File: config.mk
export PLATFORM = sky130hd
export DESIGN_NAME = branch_hazard_ctrl
export DESIGN_NICKNAME = d
export VERILOG_FILES = /design/src/rtl/branch_hazard_ctrl.sv
export SDC_FILE = /design/constraint.sdc
export NUM_CORES = 1
export LEC_CHECK = 0
export BUFFER_PORTS_ARGS = -buffer_cell sky130_fd_sc_hd__buf_2
export CORE_UTILIZATION = 52
export DETAILED_ROUTE_END_ITERATION = 10
export PLACE_DENSITY_LB_ADDON = 0.12
export SYNTH_ARGS = -nofsm -noshare
export SYNTH_HDL_FRONTEND = slang
export SYNTH_SLANG_ARGS = --single-unit
File: constraint.sdc
create_clock -name clk -period 3.8 [get_ports clk]
set_clock_uncertainty 0.15 [all_clocks]
set_input_delay 0.38 -clock clk [delete_from_list [all_inputs] [get_ports clk]]
set_output_delay 0.38 -clock clk [all_outputs]
set_load 0.01 [all_outputs]
File: src/rtl/branch_hazard_ctrl.sv
// Branch hazard control for ID-stage branch resolution: stalls, comparator forwarding, redirect/flush, stats.
// Latency: a branch resolves 1+N cycles after id_branch rises (N = 0..2 stall cycles); outputs are combinational.
// Backpressure: stall holds PC and IF/ID while a producer is still unable to forward; dropping id_branch aborts.
module branch_hazard_ctrl (
    input  logic        clk,
    input  logic        rst_n,
    input  logic        id_branch,
    input  logic        id_branch_type,
    input  logic [4:0]  id_rs1,
    input  logic [4:0]  id_rs2,
    input  logic        ex_regwrite,
    input  logic        ex_memread,
    input  logic [4:0]  ex_rd,
    input  logic        mem_regwrite,
    input  logic        mem_memread,
    input  logic [4:0]  mem_rd,
    input  logic        wb_regwrite,
    input  logic [4:0]  wb_rd,
    input  logic        cmp_branch,
    input  logic        clr_stats,
    output logic        cmp_branch_type,
    output logic [1:0]  fwd_a,
    output logic [1:0]  fwd_b,
    output logic        stall,
    output logic        pc_sel,
    output logic        flush_ifid,
    output logic [15:0] branch_cnt,
    output logic [15:0] taken_cnt
);

    localparam logic [1:0] IDLE    = 2'd0;
    localparam logic [1:0] STALL   = 2'd1;
    localparam logic [1:0] RESOLVE = 2'd2;

    logic [1:0] state, state_nxt;
    logic [1:0] scnt, scnt_nxt;
    logic       resolve, stall_int;
    logic [1:0] need_a, need_b, need_n;
    logic [1:0] fsel_a, fsel_b;

    // A producer only counts when it writes a non-zero register that the branch reads.
    function automatic logic hit(input logic we, input logic [4:0] rd, input logic [4:0] rs);
        return we && (rd != 5'd0) && (rd == rs);
    endfunction

    // Stall cycles an operand needs before its value is reachable by the comparator.
    function automatic logic [1:0] need_of(input logic [4:0] rs);
        if (hit(ex_regwrite, ex_rd, rs))
            return ex_memread ? 2'd2 : 2'd1;
        else if (hit(mem_regwrite, mem_rd, rs) && mem_memread)
            return 2'd1;
        else
            return 2'd0;
    endfunction

    // Comparator operand source once nothing is left to wait for.
    function automatic logic [1:0] fwd_of(input logic [4:0] rs);
        if (hit(mem_regwrite, mem_rd, rs) && !mem_memread)
            return 2'b01;
        else if (hit(wb_regwrite, wb_rd, rs))
            return 2'b10;
        else
            return 2'b00;
    endfunction

    // Hazard depth and forwarding selects for the current ID-stage branch.
    always_comb begin
        need_a = need_of(id_rs1);
        need_b = need_of(id_rs2);
        need_n = (need_a > need_b) ? need_a : need_b;
        fsel_a = fwd_of(id_rs1);
        fsel_b = fwd_of(id_rs2);
    end

    // Sequencing: decide whether this cycle stalls or resolves, and where to go next.
    always_comb begin
        state_nxt = state;
        scnt_nxt  = scnt;
        resolve   = 1'b0;
        stall_int = 1'b0;
        case (state)
            IDLE: begin
                if (id_branch) begin
                    if (need_n == 2'd0) begin
                        resolve = 1'b1;
                    end else begin
                        stall_int = 1'b1;
                        scnt_nxt  = need_n - 2'd1;
                        state_nxt = (need_n == 2'd2) ? STALL : RESOLVE;
                    end
                end
            end
            STALL: begin
                if (id_branch) begin
                    stall_int = 1'b1;
                    scnt_nxt  = scnt - 2'd1;
                    state_nxt = RESOLVE;
                end else begin
                    scnt_nxt  = 2'd0;
                    state_nxt = IDLE;
                end
            end
            RESOLVE: begin
                resolve   = id_branch;
                scnt_nxt  = 2'd0;
                state_nxt = IDLE;
            end
            default: begin
                scnt_nxt  = 2'd0;
                state_nxt = IDLE;
            end
        endcase
    end

    // Outputs are held quiet while reset is asserted, even if a branch sits in ID.
    always_comb begin
        cmp_branch_type = id_branch_type;
        stall           = rst_n && stall_int;
        pc_sel          = rst_n && resolve && cmp_branch;
        flush_ifid      = rst_n && resolve && cmp_branch;
        fwd_a           = (rst_n && resolve) ? fsel_a : 2'b00;
        fwd_b           = (rst_n && resolve) ? fsel_b : 2'b00;
    end

    // State and stall counter registers.
    always_ff @(posedge clk or negedge rst_n) begin
        if (!rst_n) begin
            state <= IDLE;
            scnt  <= 2'd0;
        end else begin
            state <= state_nxt;
            scnt  <= scnt_nxt;
        end
    end

    // Saturating resolution statistics; a clear wins over a same-cycle increment.
    always_ff @(posedge clk or negedge rst_n) begin
        if (!rst_n) begin
            branch_cnt <= 16'd0;
            taken_cnt  <= 16'd0;
        end else if (clr_stats) begin
            branch_cnt <= 16'd0;
            taken_cnt  <= 16'd0;
        end else if (resolve) begin
            if (branch_cnt != 16'hFFFF)
                branch_cnt <= branch_cnt + 16'd1;
            if (cmp_branch && (taken_cnt != 16'hFFFF))
                taken_cnt <= taken_cnt + 16'd1;
        end
    end

endmodule

Word-level counts from Yosys, hierarchy flattened
Cells that the tools add are included.
{ "word_totals": {"reg_bits": 34, "in_bits": 36, "output_inout_bits": 40, "elab_cells": 78} }
{ "op_classes": {"add_sub_neg": 2, "order_cmp": 1, "eq_ne": 13, "mux": 30, "reduce_logical": 29} }
{ "ops": {"columns": ["cell", "count"], "rows": [
  ["16-bit two-way mux", 6],
  ["16-bit by 1-bit adder with 16-bit output (second input constant)", 2],
  ["16-bit inequality test (second input constant)", 2],
  ["5-bit == test", 6],
  ["2-bit two-way mux", 14],
  ["1-bit logical AND", 17],
  ["5-bit nonzero test", 3],
  ["1-bit two-way mux", 7],
  ["2-bit AND reduction", 3],
  ["2-bit nonzero test", 3],
  ["2-bit == test (second input constant)", 2],
  ["2-bit zero test", 2],
  ["2-bit inequality test (second input constant)", 2],
  ["1-bit one-hot mux with 2 select lines", 2],
  ["2-bit one-hot mux with 2 select lines", 1],
  ["2-bit by 1-bit == test with 1-bit output (second input constant)", 1],
  ["2-bit > comparator", 1],
  ["1-bit zero test", 1]
]} }

Depth between registers and ports, before layout
{ "depth": {"ltp_word": 14, "ltp_mapped": 14} }

Worst setup path after synthesis
OpenSTA, ideal clock, no wires.
{ "synth_timing": {"path_type": "input port to output port", "start": "input port ex_rd[1]", "end": "output port fwd_a[1]", "arrival_time_ns": 3.034, "t_required_ns": 3.270, "slack_ns": 0.236, "path_stages": 12, "n_path_buf": 0, "path_cell_list": "or4_1 -> nor2_2 -> nor4_2 -> mux2_2 -> ha_1 -> inv_1 -> o22ai_1 -> nor2_1 -> a22oi_2 -> a41o_1 -> nand2_1 -> nor4_1"} }
{ "synth_via": {"elab_chain_cells": 12, "elab_cells_between_ends": 16, "classes_between": "order compare (1); eq/ne (2); mux (7); reduce/logical (6)"} }
{ "synth_rtl": {"columns": ["item", "line", "source"], "rows": [
  ["start, declared", "13", "input logic [4:0] ex_rd,"],
  ["5-bit nonzero test", "43", "return we && (rd != 5'd0) && (rd == rs);"],
  ["1-bit logical AND (2 in a row)", "43", null],
  ["2-bit two-way mux", "48", "if (hit(ex_regwrite, ex_rd, rs))"],
  ["2-bit > comparator", "70", "need_n = (need_a > need_b) ? need_a : need_b;"],
  ["2-bit two-way mux (*)", "70", null],
  ["2-bit zero test (*)", "84", "if (need_n == 2'd0) begin"],
  ["1-bit two-way mux (*)", "84", null],
  ["1-bit two-way mux (*)", "83", "if (id_branch) begin"],
  ["1-bit one-hot mux with 2 select lines (*)", "81", "case (state)"],
  ["1-bit logical AND (*)", "121", "fwd_a = (rst_n && resolve) ? fsel_a : 2'b00;"],
  ["2-bit two-way mux (*)", "121", null],
  ["end, declared", "22", "output logic [1:0] fwd_a,"]
]} }
Mark *: on every way between the ends. The rest lies on a longest branch, timed or not.

Worst setup path in the final report
{ "layout_timing": {"start": "input port ex_rd[1]", "end": "output port pc_sel"} }
{ "layout_via": {"elab_chain_cells": 12, "elab_cells_between_ends": 16, "classes_between": "order compare (1); eq/ne (2); mux (6); reduce/logical (7)"} }
{ "layout_rtl": {"columns": ["item", "line", "source"], "rows": [
  ["5-bit nonzero test", "43", null],
  ["1-bit logical AND (2 in a row)", "43", null],
  ["2-bit two-way mux", "48", null],
  ["2-bit > comparator", "70", null],
  ["2-bit two-way mux (*)", "70", null],
  ["2-bit zero test (*)", "84", null],
  ["1-bit two-way mux (*)", "84", null],
  ["1-bit two-way mux (*)", "83", null],
  ["1-bit one-hot mux with 2 select lines (*)", "81", null],
  ["1-bit logical AND (*) (2 in a row)", "119", "pc_sel = rst_n && resolve && cmp_branch;"],
  ["end, declared", "25", "output logic pc_sel,"]
]} }
Marks and branches as above.

==> out/results.txt <==
chip width -> 72.2 um
mean post-synth cell area -> 8.75 um^2
met1 usage -> 31.2%
Critical Path Fanout Max -> 5
Die ar. -> 5220 um^2
R2R Setup Slk -> 0.97 ns
commonest non-fill, non-tap cell in the layout -> buf_2
Initial DRC Count -> 178
Slew headroom -> 42.6%
CP Capture Type -> output port
critical path launch point type -> input pin
leakage -> 1.39 nW
final instance area -> 3160 um^2
clk_lat worst skew -> 0.28 ns
hold_ws -> 0.226 ns
Syn Nets -> 334
Post-synth EDFFs -> 0
Worst EP required -> 3.27 ns
WL final -> 6330 um
Async S/R FF share, synth -> 100%
CTS tree -> yes
initial cell density of the core -> 54.3%
WP data arrival -> 3.22 ns
Peak supply drop -> 0.000145 V
Synth top area share -> 33.2%
vias per cell -> 5.86
Crit. Startpoint -> ex_rd[1]
Reg2Reg Depth -> 7
Design Power -> 0.000786 W
total track usage -> 24.4%
Routed wire per std cell -> 14.5 um
WS Path Type -> in -> out
area of the core -> 4720 um^2
top_reg_cell synth -> dfrtp_1
Die Y -> 72.2 um
placed instance area -> 2990 um^2
vias in the first global route -> 2220
remaining global-route overflow -> 0
leading area contributor after synthesis -> dfrtp_1
Clock Tree Buf Depth -> 2
largest net degree at the start of global routing -> 53
commonest non-fill, non-tap cells in the layout -> buf_2 (73), dfrtp_1 (34), a21oi_1 (29), or4_1 (25)
TritonCTS buffer count -> 5
CTS Root Cell -> clkbuf_8
met3 Track Usage GR -> 5.14%
CTS Sinks -> 34
Yosys reg bits -> 34
FP Rows -> 25
max cap viols -> 0
reg-to-reg startpoint -> branch_cnt[3]$_DFFE_PN0P_
layout cells sized above 1 -> 28.7%
slowest cell delay on critical path -> 0.57 ns
fin nets -> 409
Crit path depth -> 14
Clock transition at path regs -> 0.07 ns
CP Cell Sequence -> buf_2 -> or4_1 -> nor2_4 -> nor4_4 -> buf_4 -> nand2_1 -> ha_1 -> nor2_2 -> o22ai_4 -> o32a_2 -> a41o_1 -> buf_4 -> and3_1 -> buf_2
first-pass GRT wire length -> 10000 um
antenna violations before repair -> 0
DRT Pass-1 Iters -> 4
register area share after synthesis -> 33.2%
Synth Cell Area -> 2560 um^2
Crit path max-delay family -> simple AND/OR/NAND/NOR gates
Placement Setup Slack -> -0.104 ns
Synthesis Warnings -> 0
Filler cells -> 403
detailed-placement wirelength estimate -> 4580 um
vias -> 2556
Antenna Cells -> 0
Syn-to-layout area delta -> 23.1%
Final period util -> 98.6%
DRC Markers -> 0
ranking of synthesized cells by area -> dfrtp_1 (33%), or4_1 (7.3%), o31ai_1 (6.7%), xor2_1 (6.1%), a21oi_1 (5.7%)
worst slew pin tran -> 0.858 ns
io pins -> 76
placed cells -> 424
R2R Path End -> branch_cnt[8]$_DFFE_PN0P_
final hold vios -> 0
fmax -> 267 MHz
Worst Setup EP -> pc_sel
final worst setup slack -> 0.0535 ns
status -> complete, no violations
met2 global-route usage -> 40.4%
slowest stage cell, crit path -> or4_1
Final Critical Period -> 3.75 ns
post-synth cell types -> 42
Port-buffer cells -> 73
post-route ant nets -> 0
Final Max Slew Viols -> 0
fin cells -> 436
GR peak layer -> met2
CTS HTree Levels -> 2
Gate Count Post-Synth -> 293
Final setup viols -> 0
GPL Wtd Cong -> 0.814
HP Class -> in -> reg
Power Dens Cells -> 249 nW/um^2
WP buf/inv -> 4
hold path startpoint -> id_branch
==> state kept, by name, indices dropped and copies added, names as in the netlist <==
name,flops
state,2
branch_cnt,16
taken_cnt,16
==> logic make-up (layout without fill, tap and decap cells) <==
family                     count (synthesis)  count (layout)  synth area share, %
xor gates and xnor gates                  30              30                 10.2
AOI/OAI and AO/OA                         70              70                 18.2
buffers and inverters                     24             100                 5.12
and+or+nand+nor                          124             124                 28.2
DFF                                       34              34                 33.2
adders and majority gates                  5               5                 2.44
muxes                                      6               6                 2.59
==> Yosys cell counts (4+ instances only) <==
cell and number:
a21oi_1 29, and3_1 9, and4_1 5, buf_4 4, clkbuf_1 8, dfrtp_1 34, ha_1 5, inv_1 5
mux2_2 5, nand2_1 23, nand3_1 15, nand4_1 5, nor2_1 9, nor2b_1 6, nor3_1 9, nor4_1 6
o21ai_0 6, o31ai_1 23, or3_1 5, or4_1 25, xnor2_1 12, xor2_1 18
==> final cells by class <==
type                            count  area (um^2)  area share, %
Clock inverter                      1         5.00          0.159
Clock buffer                        7         86.3           2.74
Sequential cell                    34          851           27.0
Inverter                            5         18.8          0.595
Timing Repair Buffer               87          488           15.5
Multi-Input combinational cell    235         1620           51.4
Tap cell                           67         83.8           2.66
==> how the worst min path moves through the flow <==
stage                                           end  slack (ns)  cells after the start
after floorplan           branch_cnt[0]$_DFFE_PN0P_       -0.07                      0
after detailed placement  taken_cnt[10]$_DFFE_PN0P_        0.22                      1
after CTS                      state[1]$_DFFE_PN0P_        0.22                      2
final                          state[1]$_DFFE_PN0P_        0.23                      2
after global routing           state[1]$_DFFE_PN0P_        0.22                      2
after global placement     taken_cnt[8]$_DFFE_PN0P_        0.22                      1
==> power breakdown <==
group | switching (W) | internal [W]
registers | 0.00000468 | 0.000365
clock network | 0.000127 | 0.000146
logic | 0.0000846 | 0.0000588
==> per-layer routing <==
layer	part of all wire, %	routed length, um	vias to the layer above
li1	-	-	1265
met1	43	2740	1206
met2	50	3150	77
met3	5.8	364	8
met4	1.2	74	0
met5	0	0	-
==> timing repair <==
item | CTS | global route
endpoints found under the hold margin | 19 | 0
setup buffers | 0 | 2
gates resized for setup | 2 | 5
hold buffers | 2 | 0
setup endpoints to repair | 5 | 6
pin swaps | 0 | 5
==> metrics by stage <==
step | utilization [%] | TNS (ns)
after floorplan | - | 0
after global placement | 63.3 | -0.0463
after detailed placement | 63.3 | -0.249
after CTS | 65.9 | -0.000808
after global routing | 66.8 | -0.0852
final | 66.8 | 0
(Power assumes the default switching activity.)
